===== config.mk =====
export PLATFORM = sky130hd
export DESIGN_NAME = alu_issue_stage
export DESIGN_NICKNAME = d
export VERILOG_FILES = /design/src/rtl/cpu_types_pkg.sv /design/src/rtl/alu_if.sv /design/src/rtl/operand_fwd.sv /design/src/rtl/alu_issue_stage.sv
export SDC_FILE = /design/constraint.sdc
export NUM_CORES = 1
export LEC_CHECK = 0
export CAP_MARGIN = 10
export CORE_UTILIZATION = 40
export DETAILED_ROUTE_END_ITERATION = 16
export PLACE_DENSITY = 0.78
export SLEW_MARGIN = 5
export SYNTH_ARGS = -nofsm -noshare
export SYNTH_HDL_FRONTEND = slang
export SYNTH_SLANG_ARGS = --single-unit

===== constraint.sdc =====
create_clock -name CLK -period 14.9 [get_ports CLK]
set_clock_uncertainty 0.15 [all_clocks]
set_input_delay 4.47 -clock CLK [delete_from_list [all_inputs] [get_ports CLK]]
set_output_delay 4.47 -clock CLK [all_outputs]
set_load 0.01 [all_outputs]

===== src/rtl/cpu_types_pkg.sv =====
// Shared CPU datapath types.
//   word_t      : 32-bit datapath word
//   regbits_t   : 5-bit architectural register index
//   aluop_t     : ALU operation select (ALU_SLL encodes as 0)
//   ext_t       : immediate extension mode for the issue stage
//   alu_srcb_t  : ALU B-operand source for the issue stage
//   issue_slot_t: one resolved ALU issue (operands + op)
package cpu_types_pkg;

  typedef logic [31:0] word_t;
  typedef logic [4:0]  regbits_t;

  typedef enum logic [3:0] {
    ALU_SLL  = 4'd0,
    ALU_SRL  = 4'd1,
    ALU_ADD  = 4'd2,
    ALU_SUB  = 4'd3,
    ALU_AND  = 4'd4,
    ALU_OR   = 4'd5,
    ALU_XOR  = 4'd6,
    ALU_NOR  = 4'd7,
    ALU_SLT  = 4'd8,
    ALU_SLTU = 4'd9,
    ALU_SRA  = 4'd10
  } aluop_t;

  typedef enum logic [1:0] {
    EXT_ZERO = 2'd0,
    EXT_SIGN = 2'd1,
    EXT_LUI  = 2'd2
  } ext_t;

  typedef enum logic [1:0] {
    SRCB_RT    = 2'd0,
    SRCB_IMM   = 2'd1,
    SRCB_SHAMT = 2'd2
  } alu_srcb_t;

  typedef struct packed {
    word_t  porta;
    word_t  portb;
    aluop_t op;
  } issue_slot_t;

  // Expand a 16-bit immediate to a full word according to the extension mode.
  function automatic word_t extend_imm(input ext_t sel, input logic [15:0] imm);
    word_t res;
    case (sel)
      EXT_ZERO: res = {16'h0000, imm};
      EXT_SIGN: res = {{16{imm[15]}}, imm};
      EXT_LUI:  res = {imm, 16'h0000};
      default:  res = 32'h0000_0000;
    endcase
    return res;
  endfunction

endpackage


===== src/rtl/alu_if.sv =====
// ALU operand interface.
//   porta, portb : ALU operands
//   ALUOP        : ALU operation
// The tb modport is the driving side (issue stage); the alu modport consumes.
interface alu_if;
  import cpu_types_pkg::*;

  word_t  porta;
  word_t  portb;
  aluop_t ALUOP;

  modport tb  (output porta, output portb, output ALUOP);
  modport alu (input  porta, input  portb, input  ALUOP);

endinterface


===== src/rtl/operand_fwd.sv =====
// Operand forwarding mux for one source register.
//   i_idx              : source register index
//   i_rf_data          : register-file read value
//   i_mem_wen/wsel/wdat: MEM-stage writeback candidate (highest priority)
//   i_wb_wen/wsel/wdat : WB-stage writeback candidate
//   o_data             : resolved operand value
// Register 0 is hardwired, so it is never forwarded.
module operand_fwd
  import cpu_types_pkg::*;
(
  input  regbits_t i_idx,
  input  word_t    i_rf_data,
  input  logic     i_mem_wen,
  input  regbits_t i_mem_wsel,
  input  word_t    i_mem_wdat,
  input  logic     i_wb_wen,
  input  regbits_t i_wb_wsel,
  input  word_t    i_wb_wdat,
  output word_t    o_data
);

  logic w_nonzero;
  logic w_mem_hit;
  logic w_wb_hit;

  assign w_nonzero = (i_idx != 5'd0);
  assign w_mem_hit = i_mem_wen && (i_mem_wsel == i_idx) && w_nonzero;
  assign w_wb_hit  = i_wb_wen  && (i_wb_wsel  == i_idx) && w_nonzero;

  // Priority select: the younger MEM result wins over WB.
  always_comb begin
    o_data = i_rf_data;
    if (w_mem_hit) begin
      o_data = i_mem_wdat;
    end else if (w_wb_hit) begin
      o_data = i_wb_wdat;
    end else begin
      o_data = i_rf_data;
    end
  end

endmodule


===== src/rtl/alu_issue_stage.sv =====
// ALU issue stage: resolves forwarded operands at accept time and presents
// them to the ALU through a one-deep output register backed by a skid entry.
//   CLK, RST              : clock, async active-high reset
//   in_valid / in_ready   : upstream handshake (in_ready = skid empty, registered)
//   rs, rt, rs_data, rt_data : source indices and register-file values
//   imm16, shamt, ext_sel, asel, bsel, aluop_in : operand construction controls
//   mem_* / wb_*          : forwarding sources
//   flush                 : drop everything held, overrides accept
//   out_valid / out_ready : downstream handshake
//   porta, portb, ALUOP   : ALU operands and op (via an alu_if instance)
module alu_issue_stage
  import cpu_types_pkg::*;
(
  input  logic      CLK,
  input  logic      RST,
  input  logic      in_valid,
  output logic      in_ready,
  input  regbits_t  rs,
  input  regbits_t  rt,
  input  word_t     rs_data,
  input  word_t     rt_data,
  input  logic [15:0] imm16,
  input  logic [4:0]  shamt,
  input  ext_t      ext_sel,
  input  logic      asel,
  input  alu_srcb_t bsel,
  input  aluop_t    aluop_in,
  input  logic      mem_wen,
  input  regbits_t  mem_wsel,
  input  word_t     mem_wdat,
  input  logic      wb_wen,
  input  regbits_t  wb_wsel,
  input  word_t     wb_wdat,
  input  logic      flush,
  output logic      out_valid,
  input  logic      out_ready,
  output word_t     porta,
  output word_t     portb,
  output aluop_t    ALUOP
);

  word_t       w_rs_fwd;
  word_t       w_rt_fwd;
  word_t       w_imm_ext;
  issue_slot_t w_new;
  logic        w_accept;
  logic        w_xfer;

  issue_slot_t r_out;
  logic        r_out_valid;
  issue_slot_t r_skid;
  logic        r_skid_valid;

  issue_slot_t w_out_nxt;
  logic        w_out_valid_nxt;
  issue_slot_t w_skid_nxt;
  logic        w_skid_valid_nxt;

  operand_fwd u_fwd_rs (
    .i_idx      (rs),
    .i_rf_data  (rs_data),
    .i_mem_wen  (mem_wen),
    .i_mem_wsel (mem_wsel),
    .i_mem_wdat (mem_wdat),
    .i_wb_wen   (wb_wen),
    .i_wb_wsel  (wb_wsel),
    .i_wb_wdat  (wb_wdat),
    .o_data     (w_rs_fwd)
  );

  operand_fwd u_fwd_rt (
    .i_idx      (rt),
    .i_rf_data  (rt_data),
    .i_mem_wen  (mem_wen),
    .i_mem_wsel (mem_wsel),
    .i_mem_wdat (mem_wdat),
    .i_wb_wen   (wb_wen),
    .i_wb_wsel  (wb_wsel),
    .i_wb_wdat  (wb_wdat),
    .o_data     (w_rt_fwd)
  );

  // Build the resolved issue slot for the instruction currently offered.
  always_comb begin
    w_imm_ext   = extend_imm(ext_sel, imm16);
    w_new.op    = aluop_in;
    w_new.porta = asel ? w_rt_fwd : w_rs_fwd;
    case (bsel)
      SRCB_RT:    w_new.portb = w_rt_fwd;
      SRCB_IMM:   w_new.portb = w_imm_ext;
      SRCB_SHAMT: w_new.portb = {27'h0000000, shamt};
      default:    w_new.portb = 32'h0000_0000;
    endcase
  end

  // in_ready depends only on registered skid state, never on out_ready.
  assign in_ready = !r_skid_valid;
  assign w_accept = in_valid && !r_skid_valid && !flush;
  assign w_xfer   = r_out_valid && out_ready;

  // Next-state for output register and skid entry.
  always_comb begin
    w_out_nxt        = r_out;
    w_out_valid_nxt  = r_out_valid;
    w_skid_nxt       = r_skid;
    w_skid_valid_nxt = r_skid_valid;
    if (flush) begin
      // Payload registers keep their values; only the valid bits are cleared.
      w_out_valid_nxt  = 1'b0;
      w_skid_valid_nxt = 1'b0;
    end else if (!r_out_valid || w_xfer) begin
      // Output register frees up this edge: refill from skid first (FIFO),
      // otherwise from the new accept. Accept cannot coincide with a full skid.
      if (r_skid_valid) begin
        w_out_nxt        = r_skid;
        w_out_valid_nxt  = 1'b1;
        w_skid_valid_nxt = 1'b0;
      end else if (w_accept) begin
        w_out_nxt       = w_new;
        w_out_valid_nxt = 1'b1;
      end else begin
        w_out_valid_nxt = 1'b0;
      end
    end else begin
      // Output stalled: park the new instruction in the skid.
      if (w_accept) begin
        w_skid_nxt       = w_new;
        w_skid_valid_nxt = 1'b1;
      end else begin
        w_skid_valid_nxt = r_skid_valid;
      end
    end
  end

  // State registers with asynchronous reset.
  always_ff @(posedge CLK or posedge RST) begin
    if (RST) begin
      r_out        <= '0;
      r_out_valid  <= 1'b0;
      r_skid       <= '0;
      r_skid_valid <= 1'b0;
    end else begin
      r_out        <= w_out_nxt;
      r_out_valid  <= w_out_valid_nxt;
      r_skid       <= w_skid_nxt;
      r_skid_valid <= w_skid_valid_nxt;
    end
  end

  alu_if u_alu_if ();

  assign u_alu_if.porta = r_out.porta;
  assign u_alu_if.portb = r_out.portb;
  assign u_alu_if.ALUOP = r_out.op;

  assign porta     = u_alu_if.porta;
  assign portb     = u_alu_if.portb;
  assign ALUOP     = u_alu_if.ALUOP;
  assign out_valid = r_out_valid;

endmodule

==> results.py, run 1 <==
metrics = {
    "critical_path": {
        "r2r_setup_slack_ns": 11.50,
        "crit_path_max_incr_delay_ns": 1.31,
        "setup.worst_path.start": "rs[0]",
        "cp-end-kind": "flop",
        "worstReg2RegStart": "r_skid_valid$_DFFE_PP0P_",
        "crit_type": "input port to flop",
        "worstPathArrival_ns": 8.13,
        "cp_slowest_cell": "nor2_4",
        "crit_required_ns": 15.03,
        "crit_chain": "clkdlybuf4s50_1, xnor2_1, nand4_1, nor2_4, a21oi_1, a221oi_2, o31ai_1",
        "crit_path_max_fanout": 49,
        "startpoint_type": "input port",
    },
    "floorplan": {
        "dieArea_sq_um": 23400,
        "boundaryPins": 255,
        "initial_core_util_pct": 41.3,
        "die_x_um": 153,
        "fp-row-count": 54,
        "die_height_um": 153,
        "core_sq_um": 22100,
    },
    "finish": {
        "synthToLayoutAreaGrowth_pct": 35.0,
        "drive_above_1_share_pct": 10.1,
        "fin_area_sq_um": 12300,
        "fill_cells": 1986,
        "postLayoutCoreUtil_pct": 55.8,
        "nets": 1432,
    },
    "synth": {
        "synth_fa_ha_area_share_pct": 0,
        "ys_warn_count": 0,
        "synthSimpleGateAreaFrac_pct": 17.9,
        "muxShareOfSynthArea_pct": 0.932,
        "ys_types": 48,
        "syn_area_sq_um": 9130,
        "ys.flop_type": "dfrtp_1",
        "synth_edf_count": 0,
        "synth_compound_area_share_pct": 35.5,
        "synth_xor_xnor_area_share_pct": 2.00,
        "async_flop_share_pct": 100,
        "synthCells": 1064,
        "syn_nets": 1249,
        "syn_area_per_cell_sq_um": 8.58,
        "ys_ff_latch": 138,
        "synth-seq-area-share_pct": 37.8,
        "synth_top_family_by_area": "compound AO/OA/AOI/OAI gates",
    },
    "global_route": {
        "antenna_found_initial": 1,
        "use_met1_pct": 37.9,
        "grt_overflow": 0,
        "use_met2_pct": 43.7,
        "grt-busiest-layer": "met2",
        "grtUsageMet3_pct": 7.49,
        "grt_max_degree": 97,
        "grt_pass1_vias": 9295,
        "grt_pass1_wl_um": 51700,
        "grt_usage_pct": 28.6,
    },
    "cts": {
        "cts_resized": 0,
        "cts_tree": "done",
        "worstSkewPairLatency_ns": 0.42,
        "clk_pin_slew_ns": 0.06,
        "cts_htree_levels": 4,
        "cts_inserted_buffers": 17,
        "ctsHoldBuffers": 0,
        "root_buffer": "clkbuf_16",
        "cts_setup_buffers": 0,
        "clock_path_buffers": 2,
        "clock-sinks": 138,
    },
    "drt": {
        "drtAntennaViolNets": 0,
        "wl_um": 33500,
        "post-route-drc-count": 0,
        "vias": 9546,
        "wl_per_cell_um": 21.8,
        "vias_per_cell": 6.20,
        "dr.pass1.iters": 5,
        "drt_iter0_drc": 766,
    },
    "sta": {
        "finalSetupViolCount": 0,
        "slew_headroom_pct": 15.1,
        "period_share_pct": 53.7,
        "tns_ns": 0,
        "worst_pin_slew_ns": 1.27,
        "final_hold_viol_count": 0,
        "timing.fmax_ghz": 0.125,
        "drv_slew": 0,
        "grt_setup_unrepaired": "false",
        "setup_ws_ns": 6.90,
        "min_period_ns": 8.00,
    },
    "place": {
        "dp_hpwl_um": 22900,
        "gp_congestion": 0.936,
        "io_buffers": 254,
        "postPlaceCellArea_sq_um": 11700,
        "post-place-ws_ns": 6.66,
    },
    "power": {
        "p_leak_nw": 4.63,
        "peakVddDrop_uv": 56.9,
        "p_total_mw": 1.30,
        "p_per_area_nw_per_um2": 106,
    },
    "run": {
        "cap_violations": 0,
    },
    "hold_path": {
        "min_from": "porta[7]$_DFFE_PP0P_",
        "hold_path.class": "flop to flop",
    },
    "run_status": {
        "status": "completed",
    },
}
## registers in the layout, summed over array words and instances, names as in the netlist
name          flops
r_skid_valid      1
r_skid           68
ALUOP             4
porta            32
out_valid         1
portb            32
## final timing paths
kind / to / cells after the start
worst max-delay path: porta[29]$_DFFE_PP0P_ / 7
worst min-delay path: porta[7]$_DFFE_PP0P_ / 2
worst max register to register: r_skid[0]$_DFFE_PP0P_ / 5
worst min register to register: porta[7]$_DFFE_PP0P_ / 2
max in group asynchronous: r_skid[49]$_DFFE_PP0P_ / 3
min in group asynchronous: portb[2]$_DFFE_PP0P_ / 2
## power by group
group	leakage [nW]	switching (mW)	internal, mW
sequential	1.69	0.0464	0.454
combinational	2.64	0.183	0.177
clock	0.298	0.167	0.275
## logic make-up (layout without fill, tap and decap cells)
group / after synthesis / in the layout
other cells: 0 / 1
mux: 8 / 8
flops: 138 / 138
simple gates: 373 / 373
buf+inv: 125 / 320
compound gates: 400 / 400
xor+xnor: 20 / 20
## worst max-delay path, delay by kind of cell
kind                   cells  cell delay [ns]
AO/OA/AOI/OAI              3             0.74
XOR/XNOR                   1             0.16
buffers and inverters      1             0.61
AND/OR/NAND/NOR            2             2.11
## placed cells by master (no fill, tap or decap), types with 14 or more instances in the layout
| master | Yosys | routed |
|---|---|---|
| nor2_1 | 160 | 158 |
| nor3_1 | 31 | 31 |
| o31ai_1 | 64 | 64 |
| a211oi_1 | 21 | 21 |
| dfrtp_1 | 138 | 137 |
| nand3_1 | 22 | 22 |
| and2_1 | 21 | 21 |
| a22oi_1 | 43 | 43 |
| o21ai_1 | 17 | 17 |
| clkbuf_16 | 0 | 17 |
| xnor2_1 | 16 | 16 |
| o21ai_0 | 25 | 25 |
| a221oi_1 | 15 | 15 |
| a21oi_1 | 118 | 118 |
| buf_4 | 4 | 17 |
| nand2_1 | 109 | 108 |
| a221oi_2 | 28 | 28 |
| a32oi_2 | 14 | 14 |
| a221o_1 | 32 | 32 |
| inv_1 | 19 | 17 |
| clkdlybuf4s50_1 | 0 | 253 |
## layout make-up
| cell class | instances | area [sq um] | area share, % |
|---|---|---|---|
| clock buffer | 20 | 467 | 3.79 |
| sequential | 138 | 3460 | 28.0 |
| inverter | 19 | 76.3 | 0.619 |
| antenna | 1 | 2.50 | 0.0203 |
| tap | 280 | 350 | 2.84 |
| timing repair buffer | 270 | 2660 | 21.6 |
| multi-input combinational | 801 | 5170 | 42.0 |
| clock inverter | 11 | 143 | 1.16 |
## layer usage
metal / vias up / share of wire [%] / routed length [um]
met5: - / 0 / 0
met4: 0 / 3.3 / 1120
met3: 76 / 9.9 / 3300
met2: 560 / 45 / 15200
met1: 4597 / 42 / 13900
li1: 4313 / - / -
## through the flow
stage               hold slack, ns  cells
finish                       0.324   1540
floorplan                    0.330   1064
global route                 0.343   1540
detailed placement           0.316   1508
global placement             0.310   1508
CTS                          0.329   1539
## synth_stat cells, types with 3 or more instances
master	number	area share [%]
a211oi_1	21	1.7
a21oi_1	118	6.5
a221o_1	32	3.5
a221oi_1	15	1.4
a221oi_2	28	4.6
a22oi_1	43	3.5
a31oi_2	5	0.68
a31oi_4	10	2.3
a32oi_1	3	0.29
a32oi_2	14	2.5
and2_1	21	1.4
buf_2	15	0.82
buf_4	4	0.33
buf_6	3	0.37
clkbuf_1	81	3.3
dfrtp_1	138	38
inv_1	19	0.78
mux2_2	4	0.49
mux2i_1	4	0.44
nand2_1	109	4.5
nand3_1	22	1.2
nand4_1	12	0.82
nor2_1	160	6.6
nor2b_1	5	0.34
nor3_1	31	1.7
o21ai_0	25	1.4
o21ai_1	17	0.93
o31ai_1	64	5.3
xnor2_1	16	1.5
xor2_1	3	0.29
Power figures use the tool's default switching activity.
==> run 2, diff against run 1 <==
- clock period: 14.9 -> 7.5 ns (I/O delays scaled with it)
==> run 2 against run 1 <==
Sequential share of layout area rose by 0.057 points; setup slack got worse by 4.8 ns; critical path type unchanged; non-clock buffer count did not move; sequential power rose by 99%; via count fell by 1.3%; highest routed layer unchanged; critical path depth did not move; largest power group unchanged.
==> results.py, run 2 (synthesis gave the netlist of run 1 again) <==
metrics = {
    "critical_path": {
        "crit_chain": "clkdlybuf4s50_1, xnor2_1, nand4_2, or3_1, a32oi_1, a221oi_1, o31ai_1",
        "crit_required_ns": 7.67,
        "crit_type": "input port to flop",
        "worstPathArrival_ns": 5.55,
        "path_delay_family": "simple AND/OR/NAND/NOR gates",
        "cp_slowest_cell": "or3_1",
        "startpoint_type": "input port",
        "crit_path_max_incr_delay_ns": 0.96,
        "cp-end-kind": "flop",
        "crit_buf_inv": 1,
        "crit_path_max_fanout": 18,
    },
    "finish": {
        "nets": 1432,
        "regMostFlops": "r_skid",
        "mostFrequentLayoutCells": "clkdlybuf4s50_1, nor2_1, dfrtp_1",
        "postLayoutCoreUtil_pct": 55.7,
        "final_cells": 1539,
        "mostFrequentLayoutCell": "clkdlybuf4s50_1",
        "synthToLayoutAreaGrowth_pct": 34.7,
        "largest_register_ffs": 68,
        "drive_above_1_share_pct": 9.94,
    },
    "power": {
        "peakVddDrop_uv": 157,
        "p_per_area_nw_per_um2": 207,
        "p_leak_nw": 4.62,
    },
    "sta": {
        "min_period_ns": 5.38,
        "drv_slew": 0,
        "tns_ns": 0,
        "timing.fmax_ghz": 0.186,
        "final_hold_viol_count": 0,
        "grt_setup_unrepaired": "false",
        "worst_pin_slew_ns": 1.23,
        "slew_headroom_pct": 17.7,
        "period_share_pct": 71.7,
        "hold_slack_ns": 0.324,
        "setup_ws_ns": 2.12,
        "finalSetupViolCount": 0,
    },
    "floorplan": {
        "die_x_um": 153,
        "dieArea_sq_um": 23400,
        "core_sq_um": 22100,
        "boundaryPins": 255,
        "fp-row-count": 54,
        "initial_core_util_pct": 41.3,
        "die_height_um": 153,
    },
    "cts": {
        "clk_pin_slew_ns": 0.06,
        "clock_path_buffers": 2,
        "cts_htree_levels": 4,
        "root_buffer": "clkbuf_16",
        "ctsHoldBuffers": 0,
        "worstSkewPairLatency_ns": 0.42,
        "clock-sinks": 138,
        "cts_setup_buffers": 0,
        "cts_resized": 0,
        "cts_inserted_buffers": 17,
        "cts_tree": "done",
    },
    "drt": {
        "wl_per_cell_um": 21.9,
        "dr.pass1.iters": 6,
        "vias_per_cell": 6.12,
        "drt_iter0_drc": 1050,
        "post-route-drc-count": 0,
        "vias": 9424,
        "wl_um": 33700,
        "drtAntennaViolNets": 0,
    },
    "place": {
        "placedCellCount": 1508,
        "gp_congestion": 0.894,
        "post-place-ws_ns": 1.75,
        "io_buffers": 254,
        "dp_hpwl_um": 23800,
    },
    "global_route": {
        "antenna_found_initial": 1,
        "grt_usage_pct": 28.9,
        "grt_pass1_wl_um": 52400,
        "grt_max_degree": 97,
        "grt_pass1_vias": 9078,
        "grt_overflow": 0,
    },
    "run": {
        "cap_violations": 0,
    },
    "run_status": {
        "status": "completed",
    },
    "hold_path": {
        "hold_path.class": "flop to flop",
    },
}
-- run 2: where the power goes --
part | leakage (nW) | total, mW | switching [mW] | internal, mW
clock | 0.283 | 0.830 | 0.316 | 0.514
sequential | 1.69 | 0.999 | 0.0967 | 0.903
combinational | 2.64 | 0.716 | 0.365 | 0.351
total | 4.62 | 2.55 | 0.778 | 1.77
-- run 2: final timing paths --
| kind | start | depth (start not counted) | slack (ns) | endpoint |
|---|---|---|---|---|
| min in group asynchronous | RST | 2 | 2.20 | r_skid[24]$_DFFE_PP0P_ |
| worst max-delay path | mem_wsel[0] | 7 | 2.12 | porta[10]$_DFFE_PP0P_ |
| max in group asynchronous | RST | 3 | 3.74 | porta[13]$_DFFE_PP0P_ |
| worst min register to register | porta[27]$_DFFE_PP0P_ | 2 | 0.32 | porta[27]$_DFFE_PP0P_ |
| worst min-delay path | porta[27]$_DFFE_PP0P_ | 2 | 0.32 | porta[27]$_DFFE_PP0P_ |
| worst max register to register | r_skid_valid$_DFFE_PP0P_ | 6 | 4.66 | porta[10]$_DFFE_PP0P_ |
-- run 2: routing by layer --
metal	wire (um)	vias to the layer above	share of wire [%]	track usage, %
li1	-	4314	-	-
met1	14600	4491	43	41.1
met2	15000	556	44	43.0
met3	3190	63	9.5	6.29
met4	906	0	2.7	10.3
met5	0	-	0	0
-- run 2: metrics by stage --
stage	instance area [sq um]	power, mW
finish	12300	2.55
global route	12300	2.66
CTS	12300	2.54
detailed placement	11700	1.72
global placement	11700	1.70
floorplan	9130	1.36
-- run 2: worst register-to-register path: stages (launching register included) --
cell and delay [ns]:
dfrtp_4 0.66, nor2_1 0.26, nor2_1 0.10, nand2_4 0.62, buf_4 0.69, nand2_1 0.15
o31ai_1 0.11
-- run 2: cell type report --
cell class | instances | area (sq um)
Multi-Input combinational cell | 801 | 5170
Clock inverter | 5 | 58.8
Tap cell | 280 | 350
Inverter | 19 | 76.3
Fill cell | 1951 | 9790
Sequential cell | 138 | 3460
Clock buffer | 25 | 526
Antenna cell | 1 | 2.50
Timing Repair Buffer | 270 | 2660
==> run 3, diff against run 2 <==
- clock period: 7.5 -> 5.2 ns (I/O delays scaled with it)
==> run 3 against run 2 <==
Worst hold slack better by 0.0022 ns; design area up 2.1%; die area unchanged; sequential share of layout area down 0.58 points; via count up 2.3%; critical path depth up 1.
==> results.py, run 3 (synthesis gave the netlist of run 1 again) <==
metrics = {
    "run_status": {
        "status": "completed",
    },
    "power": {
        "p_total_mw": 3.95,
        "peakVddDrop_uv": 158,
        "p_per_area_nw_per_um2": 315,
        "p_clk_share_pct": 37.1,
        "seqPwrFrac_pct": 36.4,
        "swShare_pct": 30.0,
        "cellInternalPower_mw": 2.77,
        "p_sw_mw": 1.19,
        "p_leak_nw": 4.73,
        "share_comb_of_total_power_pct": 26.5,
    },
    "cts": {
        "cts_inserted_buffers": 17,
        "worstSkewPairLatency_ns": 0.44,
        "clock_path_buffers": 2,
        "cts_setup_buffers": 0,
        "cts_htree_levels": 4,
        "clock-sinks": 138,
        "clk_pin_slew_ns": 0.06,
        "cts_resized": 0,
        "root_buffer": "clkbuf_16",
        "ctsHoldBuffers": 0,
        "cts_tree": "done",
    },
    "floorplan": {
        "fp-row-count": 54,
        "die_x_um": 153,
        "die_height_um": 153,
        "dieArea_sq_um": 23400,
        "initial_core_util_pct": 41.3,
        "core_sq_um": 22100,
        "boundaryPins": 255,
    },
    "finish": {
        "nets": 1442,
        "postLayoutCoreUtil_pct": 56.9,
        "largest_register_ffs": 68,
        "regMostFlops": "r_skid",
        "synthToLayoutAreaGrowth_pct": 37.5,
        "mostFrequentLayoutCells": "clkdlybuf4s50_1, nor2_1, dfrtp_1",
        "mostFrequentLayoutCell": "clkdlybuf4s50_1",
        "drive_above_1_share_pct": 10.9,
        "fin_area_sq_um": 12600,
    },
    "critical_path": {
        "startpoint_type": "input port",
        "cp-end-kind": "flop",
        "crit_required_ns": 5.39,
        "crit_chain": "clkdlybuf4s50_1, or4_4, o211ai_2, buf_4, o21ai_0, a32oi_1, a221oi_1, o31ai_1",
        "crit_buf_inv": 2,
        "worstPathArrival_ns": 4.47,
        "cp_slowest_cell": "or4_4",
        "crit_type": "input port to flop",
        "crit_path_max_fanout": 32,
        "crit_path_max_incr_delay_ns": 0.61,
        "path_delay_family": "compound AO/OA/AOI/OAI gates",
    },
    "sta": {
        "finalSetupViolCount": 0,
        "final_hold_viol_count": 0,
        "worst_pin_slew_ns": 1.11,
        "timing.fmax_ghz": 0.233,
        "hold_slack_ns": 0.326,
        "tns_ns": 0,
        "period_share_pct": 82.4,
        "grt_setup_unrepaired": "false",
        "slew_headroom_pct": 25.9,
        "drv_slew": 0,
        "min_period_ns": 4.29,
    },
    "global_route": {
        "antenna_found_initial": 4,
        "grt_pass1_wl_um": 52500,
        "grt_max_degree": 107,
        "grt_usage_pct": 29.3,
        "grt_pass1_vias": 9184,
        "grt_overflow": 0,
    },
    "drt": {
        "wl_um": 34600,
        "vias_per_cell": 6.22,
        "vias": 9641,
        "drtAntennaViolNets": 0,
        "drt_iter0_drc": 1009,
        "post-route-drc-count": 0,
        "wl_per_cell_um": 22.3,
        "dr.pass1.iters": 8,
    },
    "place": {
        "postPlaceCellArea_sq_um": 11900,
        "gp_congestion": 0.921,
        "io_buffers": 254,
        "dp_hpwl_um": 24400,
    },
    "run": {
        "cap_violations": 0,
    },
    "hold_path": {
        "hold_path.class": "flop to flop",
    },
}
[run 3: cell types whose count changed in the layout (fill, tap and decap cells not counted), sizes merged]
cell	previous run	this run
clkbuf	25	17
inv	19	20
bufinv	1	7
clkinvlp	2	4
clkinv	2	3
buf	17	27
[run 3: cell type report]
class                   count  area [sq um]
diodes                      1          2.50
clock buffers              17           425
multi-input cells         801          5170
inverters                  19          75.1
flip-flops and latches    138          3460
clock inverters            15           269
repair buffers            280          2810
well taps                 280           350
fillers                  1946          9530
[run 3: metal layers]
layer  vias up  track usage [%]  share of wire, %
li1       4334                -                 -
met1      4661             37.0                40
met2       558             45.5                45
met3        82             10.2                11
met4         6             11.9               3.2
met5         -                0              0.13
[run 3: stage by stage]
stage / std cells / setup slack, ns
after floorplan: 1064 / 1.61
after global placement: 1518 / 0.684
after detailed placement: 1518 / 0.602
after CTS: 1550 / 1.04
after global routing: 1551 / 0.838
final: 1551 / 0.914
[run 3: worst paths after layout]
kind,to,slack [ns],cells past startpoint,startpoint
max,porta[10]$_DFFE_PP0P_,0.91,8,rt[2]
min,porta[30]$_DFFE_PP0P_,0.33,2,porta[30]$_DFFE_PP0P_
max reg2reg,r_skid[45]$_DFFE_PP0P_,2.74,4,r_skid_valid$_DFFE_PP0P_
min reg2reg,porta[30]$_DFFE_PP0P_,0.33,2,porta[30]$_DFFE_PP0P_
max in group asynchronous,r_skid[16]$_DFFE_PP0P_,2.45,3,RST
min in group asynchronous,r_skid_valid$_DFFE_PP0P_,1.53,2,RST
[run 3: power groups by stage]
| stage | clock network [mW] | registers [mW] | logic (mW) |
|---|---|---|---|
| floorplan | 0 | 1.46 | 0.510 |
| global placement | 0 | 1.44 | 1.02 |
| detailed placement | 0 | 1.45 | 1.04 |
| CTS | 1.46 | 1.43 | 1.04 |
| global route | 1.50 | 1.47 | 1.13 |
| finish | 1.47 | 1.44 | 1.05 |
[run 3: worst register-to-register path, stage by stage (launching register included)]
cell	delay (ns)
dfrtp_4	0.63
nor4b_2	0.84
buf_12	0.43
nor2_1	0.20
a21oi_1	0.13
